--- src/rtl/filter_multicast_receiver_pkg.sv ---
// Shared NoC definitions: receiver FSM states and the broadcast column tag.
package filter_multicast_receiver_pkg;

    typedef enum logic [1:0] {
        IDLE   = 2'd0,
        ACTIVE = 2'd1,
        DONE   = 2'd2
    } rx_state_e;

    // Widest tag supported; narrower users slice the low bits.
    localparam int unsigned TAG_WIDTH_MAX = 32;
    localparam logic [TAG_WIDTH_MAX-1:0] COL_BCAST_ALL = '1;

endpackage

--- src/rtl/filter_multicast_receiver_if.sv ---
// Configuration, tagged input bus and scratchpad output bus of the multicast receiver.
interface filter_multicast_receiver_if #(
    parameter int DATA_WIDTH    = 64,
    parameter int ROW_TAG_WIDTH = 4,
    parameter int COL_TAG_WIDTH = 4,
    parameter int CNT_WIDTH     = 8
);
    logic                     cfg_load;
    logic [ROW_TAG_WIDTH-1:0] cfg_row_id;
    logic [COL_TAG_WIDTH-1:0] cfg_col_id;
    logic [CNT_WIDTH-1:0]     cfg_count;

    logic                     in_valid;
    logic [ROW_TAG_WIDTH-1:0] in_row_tag;
    logic [COL_TAG_WIDTH-1:0] in_col_tag;
    logic [DATA_WIDTH-1:0]    in_data;
    logic                     in_ready;

    logic                     out_valid;
    logic [DATA_WIDTH-1:0]    out_data;
    logic                     out_ready;

    logic                     busy;
    logic                     done;

    modport master (
        output cfg_load, cfg_row_id, cfg_col_id, cfg_count,
        output in_valid, in_row_tag, in_col_tag, in_data,
        input  in_ready,
        input  out_valid, out_data,
        output out_ready,
        input  busy, done
    );

    modport slave (
        input  cfg_load, cfg_row_id, cfg_col_id, cfg_count,
        input  in_valid, in_row_tag, in_col_tag, in_data,
        output in_ready,
        output out_valid, out_data,
        input  out_ready,
        output busy, done
    );
endinterface

--- src/rtl/filter_multicast_receiver_tag_matcher.sv ---
// Combinational row/column tag comparison; an all-ones column tag reaches every column.
module tag_matcher
    import filter_multicast_receiver_pkg::*;
#(
    parameter int ROW_TAG_WIDTH = 4,
    parameter int COL_TAG_WIDTH = 4
) (
    input  logic [ROW_TAG_WIDTH-1:0] row_id_i,
    input  logic [COL_TAG_WIDTH-1:0] col_id_i,
    input  logic [ROW_TAG_WIDTH-1:0] row_tag_i,
    input  logic [COL_TAG_WIDTH-1:0] col_tag_i,
    output logic                     match_o
);
    localparam logic [COL_TAG_WIDTH-1:0] COL_BCAST = COL_BCAST_ALL[COL_TAG_WIDTH-1:0];

    assign match_o = (row_tag_i == row_id_i) &&
                     ((col_tag_i == col_id_i) || (col_tag_i == COL_BCAST));
endmodule

--- src/rtl/filter_multicast_receiver.sv ---
// Multicast filter receiver: accepts matching tagged words into a one-entry hold
// register for the PE scratchpad, drops the rest, and signals pass completion.
module filter_multicast_receiver
    import filter_multicast_receiver_pkg::*;
#(
    parameter int DATA_WIDTH    = 64,
    parameter int ROW_TAG_WIDTH = 4,
    parameter int COL_TAG_WIDTH = 4,
    parameter int CNT_WIDTH     = 8
) (
    input  logic                            clk,
    input  logic                            reset,
    filter_multicast_receiver_if.slave      bus
);
    rx_state_e                state_q, state_d;
    logic [ROW_TAG_WIDTH-1:0] row_id_q, row_id_d;
    logic [COL_TAG_WIDTH-1:0] col_id_q, col_id_d;
    logic [CNT_WIDTH-1:0]     count_q, count_d;
    logic [CNT_WIDTH-1:0]     cnt_q, cnt_d;
    logic                     hold_valid_q, hold_valid_d;
    logic [DATA_WIDTH-1:0]    hold_data_q, hold_data_d;

    logic tag_match;
    logic cnt_full;
    logic in_ready;
    logic match_xfer;
    logic drain;

    tag_matcher #(
        .ROW_TAG_WIDTH (ROW_TAG_WIDTH),
        .COL_TAG_WIDTH (COL_TAG_WIDTH)
    ) u_tag_matcher (
        .row_id_i  (row_id_q),
        .col_id_i  (col_id_q),
        .row_tag_i (bus.in_row_tag),
        .col_tag_i (bus.in_col_tag),
        .match_o   (tag_match)
    );

    // Non-matching words always flow; matching words need room and an unfinished quota.
    assign cnt_full   = (cnt_q == count_q);
    assign in_ready   = (state_q == ACTIVE) &&
                        (!tag_match || (!cnt_full && (!hold_valid_q || bus.out_ready)));
    assign match_xfer = bus.in_valid && in_ready && tag_match;
    assign drain      = hold_valid_q && bus.out_ready;

    always_comb begin
        state_d      = state_q;
        row_id_d     = row_id_q;
        col_id_d     = col_id_q;
        count_d      = count_q;
        cnt_d        = cnt_q;
        hold_valid_d = hold_valid_q;
        hold_data_d  = hold_data_q;

        if (match_xfer) begin
            hold_valid_d = 1'b1;
            hold_data_d  = bus.in_data;
            cnt_d        = cnt_q + CNT_WIDTH'(1);
        end else if (drain) begin
            hold_valid_d = 1'b0;
        end

        case (state_q)
            IDLE: begin
                if (bus.cfg_load) begin
                    row_id_d = bus.cfg_row_id;
                    col_id_d = bus.cfg_col_id;
                    count_d  = bus.cfg_count;
                    cnt_d    = '0;
                    state_d  = ACTIVE;
                end
            end
            ACTIVE: begin
                // Finish once the quota is met and the last word leaves this edge.
                if (cnt_full && !hold_valid_d) begin
                    state_d = DONE;
                end
            end
            DONE: begin
                state_d = IDLE;
            end
            default: begin
                state_d = IDLE;
            end
        endcase
    end

    always_ff @(negedge clk) begin
        if (reset) begin
            state_q      <= IDLE;
            row_id_q     <= '0;
            col_id_q     <= '0;
            count_q      <= '0;
            cnt_q        <= '0;
            hold_valid_q <= 1'b0;
            hold_data_q  <= '0;
        end else begin
            state_q      <= state_d;
            row_id_q     <= row_id_d;
            col_id_q     <= col_id_d;
            count_q      <= count_d;
            cnt_q        <= cnt_d;
            hold_valid_q <= hold_valid_d;
            hold_data_q  <= hold_data_d;
        end
    end

    assign bus.in_ready  = in_ready;
    assign bus.out_valid = hold_valid_q;
    assign bus.out_data  = hold_data_q;
    assign bus.busy      = (state_q == ACTIVE);
    assign bus.done      = (state_q == DONE);
endmodule

--- src/flat_wrapper.sv ---
// flat-port wrapper written by rule: the top's interface ports become plain ports
module filter_multicast_receiver_flat import filter_multicast_receiver_pkg::*;
#(
    parameter int DATA_WIDTH    = 64,
    parameter int ROW_TAG_WIDTH = 4,
    parameter int COL_TAG_WIDTH = 4,
    parameter int CNT_WIDTH     = 8
)
  (clk, reset, bus_cfg_load, bus_cfg_row_id, bus_cfg_col_id, bus_cfg_count, bus_in_valid, bus_in_row_tag, bus_in_col_tag, bus_in_data, bus_in_ready, bus_out_valid, bus_out_data, bus_out_ready, bus_busy, bus_done);
  filter_multicast_receiver_if #(.DATA_WIDTH(DATA_WIDTH), .ROW_TAG_WIDTH(ROW_TAG_WIDTH), .COL_TAG_WIDTH(COL_TAG_WIDTH), .CNT_WIDTH(CNT_WIDTH)) bus_i ();
  input  logic clk;
  input  logic reset;
  input wire logic [$bits(bus_i.cfg_load)-1:0] bus_cfg_load;
  input wire logic [$bits(bus_i.cfg_row_id)-1:0] bus_cfg_row_id;
  input wire logic [$bits(bus_i.cfg_col_id)-1:0] bus_cfg_col_id;
  input wire logic [$bits(bus_i.cfg_count)-1:0] bus_cfg_count;
  input wire logic [$bits(bus_i.in_valid)-1:0] bus_in_valid;
  input wire logic [$bits(bus_i.in_row_tag)-1:0] bus_in_row_tag;
  input wire logic [$bits(bus_i.in_col_tag)-1:0] bus_in_col_tag;
  input wire logic [$bits(bus_i.in_data)-1:0] bus_in_data;
  output wire logic [$bits(bus_i.in_ready)-1:0] bus_in_ready;
  output wire logic [$bits(bus_i.out_valid)-1:0] bus_out_valid;
  output wire logic [$bits(bus_i.out_data)-1:0] bus_out_data;
  input wire logic [$bits(bus_i.out_ready)-1:0] bus_out_ready;
  output wire logic [$bits(bus_i.busy)-1:0] bus_busy;
  output wire logic [$bits(bus_i.done)-1:0] bus_done;
  assign bus_i.cfg_load = bus_cfg_load;
  assign bus_i.cfg_row_id = bus_cfg_row_id;
  assign bus_i.cfg_col_id = bus_cfg_col_id;
  assign bus_i.cfg_count = bus_cfg_count;
  assign bus_i.in_valid = bus_in_valid;
  assign bus_i.in_row_tag = bus_in_row_tag;
  assign bus_i.in_col_tag = bus_in_col_tag;
  assign bus_i.in_data = bus_in_data;
  assign bus_in_ready = bus_i.in_ready;
  assign bus_out_valid = bus_i.out_valid;
  assign bus_out_data = bus_i.out_data;
  assign bus_i.out_ready = bus_out_ready;
  assign bus_busy = bus_i.busy;
  assign bus_done = bus_i.done;
  filter_multicast_receiver #(.DATA_WIDTH(DATA_WIDTH), .ROW_TAG_WIDTH(ROW_TAG_WIDTH), .COL_TAG_WIDTH(COL_TAG_WIDTH), .CNT_WIDTH(CNT_WIDTH)) u_core (.clk(clk), .reset(reset), .bus(bus_i));
endmodule
--- config.mk ---
export PLATFORM = sky130hd
export DESIGN_NAME = filter_multicast_receiver_flat
export DESIGN_NICKNAME = d
export VERILOG_FILES = /design/src/rtl/filter_multicast_receiver_pkg.sv /design/src/rtl/filter_multicast_receiver_if.sv /design/src/rtl/filter_multicast_receiver_tag_matcher.sv /design/src/rtl/filter_multicast_receiver.sv /design/src/flat_wrapper.sv
export SDC_FILE = /design/constraint.sdc
export NUM_CORES = 1
export LEC_CHECK = 0
export CAP_MARGIN = 20
export CORE_AREA = 2 2 102 84
export DETAILED_ROUTE_END_ITERATION = 8
export DIE_AREA = 0 0 104 86
export PLACE_DENSITY_LB_ADDON = 0.2
export SYNTH_ARGS = -nofsm -noshare
export SYNTH_HDL_FRONTEND = slang
export SYNTH_HIERARCHICAL = 1
export SYNTH_SLANG_ARGS = --single-unit
--- constraint.sdc ---
create_clock -name clk -period 3.7 [get_ports clk]
set_input_delay 0.37 -clock clk [delete_from_list [all_inputs] [get_ports clk]]
set_output_delay 0.37 -clock clk [all_outputs]
set_load 0.05 [all_outputs]
==> impl_metrics.py <==
metrics = {
    "place": {
        "port_buffers": 160,
        "routabilityCongestion": 0.834,
        "hpwl_mm": 6.88,
        "dp_cells": 669,
        "place_area_um2": 5160,
        "dp_slack_ps": -666,
    },
    "floorplan": {
        "fp.dieArea_um2": 8940,
        "num_rows": 29,
        "die-height_um": 86,
        "die_w_um": 104,
        "core_um2": 7840,
        "ios": 161,
        "initial_utilization": 0.435,
    },
    "logic_synthesis": {
        "synth_cell_types": 29,
        "ys_warn_count": 6,
        "synthesis.area_um2": 3410,
        "syn-num-nets": 497,
        "synth-main-ff-cell": "dfxtp_1",
        "ys_seq_area_frac": 0.535,
        "synth_top_area_frac": 0.535,
        "synthTopCellsByCount": "nand2_1, dfxtp_1, a21oi_1",
        "yosysTopAreaCell": "dfxtp_1",
        "syn_inst": 403,
        "synth-edff-count": 0,
        "avgSynthCellArea_um2": 8.45,
        "yosysMostFrequentCell": "nand2_1",
        "synth_area_leaders": "dfxtp_1, nand2_1, a21oi_1",
        "synth_seq_cells": 91,
        "synthArstFlopShare": 0,
    },
    "drt": {
        "dr.pass1.iters": 5,
        "drt_wl_total_mm": 9.96,
        "drtIter0Drc": 237,
        "drc": 0,
        "vias_per_cell": 4.79,
        "wl_per_cell_um": 12.8,
        "antenna_left": 0,
        "vias": 3721,
    },
    "setup_path": {
        "cp-start-kind": "flop",
        "cp_max_fo": 4,
        "required_ps": 3330,
        "end_kind": "primary output",
        "critPathKind": "reg2out",
        "crit_buf_inv": 1,
        "cp_top_family": "simple AND/OR/NAND/NOR gates",
        "path_cells": "xnor2_1 -> nand4_1 -> or2_4 -> nand2_2 -> a21oi_2 -> buf_6",
        "slowest_stage": "dfxtp_2",
        "worst_ep_arrival_time_ps": 3430,
        "max_stage_delay_ps": 360,
    },
    "timing": {
        "rsz0062_at_grt": "yes",
        "report.final.slew_viol_count": 0,
        "setup_violations": 1,
        "hold_viol": 0,
        "final.setup_skew_ps": 23.4,
        "hold_slack_ps": 444,
        "slew-limit-headroom": 0.655,
        "worst_pin_slew_ps": 520,
        "layout_setup_ws_ps": -103,
    },
    "clocking": {
        "hold_buffers": 0,
        "clk_pin_slew_worst_paths_ps": 40,
        "clock_path_buffers": 2,
        "cts_buffers": 9,
        "cts.sinks": 91,
        "cts_tree": "done",
        "clockRootBuffer": "clkbuf_8",
        "htreeDepth": 3,
        "clk_latency_ps": 410,
    },
    "cells_and_area": {
        "multiInputGateArea_um2": 1540,
        "diodes": 0,
        "stdcell_count": 777,
        "seqCellArea_um2": 1830,
        "nFillCells": 630,
        "final_cell_area_um2": 5760,
        "area_growth_pct": 69.1,
        "nets": 758,
        "drive_gt1_frac": 0.152,
    },
    "grt": {
        "grt_max_degree": 41,
        "grt-ovfl-total": 0,
        "antenna_found_initial": 0,
        "grt_usage": 0.220,
        "grt_pass1_wl_mm": 16.3,
        "grt_pass1_vias": 3783,
    },
    "run": {
        "cap_viol_max_count": 0,
    },
    "power": {
        "p_leak_nw": 2.64,
        "ir_worst_vdd_mv": 0.224,
        "power_density_nw_per_um2": 407,
    },
    "status": {
        "status": "finished, violations left",
        "violations": "setup timing",
    },
    "min_path": {
        "hold_path_class": "reg2reg",
    },
}
-- kinds of logic after synthesis --
logic type / synth area share
DFF: 0.535
muxes: 0.00881
and+or+nand+nor: 0.210
adders and majority gates: 0.00367
buffers and inverters: 0.0375
xor gates and xnor gates: 0.0437
AOI/OAI and AO/OA: 0.161
-- through the flow --
stage	setup TNS, ps	power [mW]	util
global placement	-37780	1.43	0.658
detailed placement	-40050	1.43	0.658
global route	-200	2.51	0.735
finish	-103	2.35	0.735
CTS	-130	2.39	0.730
floorplan	0	1.28	-
-- flip-flops by register name (all words and copies together) (netlist names) --
signal / count
u_core/bus.out_valid: 1
u_core/state_q: 2
u_core/col_id_q: 4
u_core/bus.out_data: 64
u_core/count_q: 8
u_core/row_id_q: 4
u_core/cnt_q: 8
-- cell type report --
class                           count  share of cell area
Clock buffer                        9              0.0215
Clock inverter                     98              0.0725
Inverter                            2             0.00130
Multi-Input combinational cell    283               0.267
Sequential cell                    91               0.318
Tap cell                          108              0.0235
Timing Repair Buffer              186               0.296
-- path summary, 6_finish.rpt --
kind | start | endpoint | slack [ps] | cells past startpoint
worst max-delay path | u_core/cnt_q[1] | bus_in_ready | -100 | 6
worst max register to register | u_core/cnt_q[5] | u_core/bus.out_data[11] | 1750 | 10
worst min-delay path | u_core/bus.out_data[41] | u_core/bus.out_data[41] | 440 | 2
worst min register to register | u_core/bus.out_data[41] | u_core/bus.out_data[41] | 440 | 2
-- report_power, final --
group          internal (mW)  switching, mW  leakage [nW]
Combinational          0.160          0.103          1.31
Clock                  0.446          0.618         0.588
Sequential              1.01         0.0146         0.740
Total                   1.61          0.736          2.64
-- layout by cell type (no fill, tap or decap), types with 2 or more instances in the layout --
cell / count
a21oi_2: 2
nand2b_1: 3
clkdlybuf4s50_1: 83
a21oi_1: 69
inv_1: 94
clkbuf_8: 9
dfxtp_1: 83
nand2_1: 135
nor2b_1: 3
dlygate4sd2_1: 40
buf_4: 55
buf_6: 3
clkinv_4: 2
nand4_1: 5
nand2_2: 2
xnor2_1: 12
xnor2_2: 5
buf_12: 3
nor2_1: 3
o21ai_0: 3
or3_1: 5
mux2i_1: 3
dfxtp_2: 7
a22o_1: 16
nand3_1: 3
-- repair_timing --
action                     4_1_cts  5_1_grt
pin swaps                       20       12
gates resized for setup         61        7
setup buffers                    1        1
setup endpoints to repair      106       46
-- tightest hold or removal path, stage by stage, from the launching register on --
cell	delay, ps
dfxtp_1	290
nand2_1	50
a21oi_1	50
-- per-layer routing --
metal  part of all wire  GRT usage  vias up
li1                   -          -     1859
met4              0.011      0.119        0
met3              0.084      0.112       12
met5                  0          0        -
met2               0.48      0.350      146
met1               0.43      0.244     1704
(Power assumes the default switching activity.)
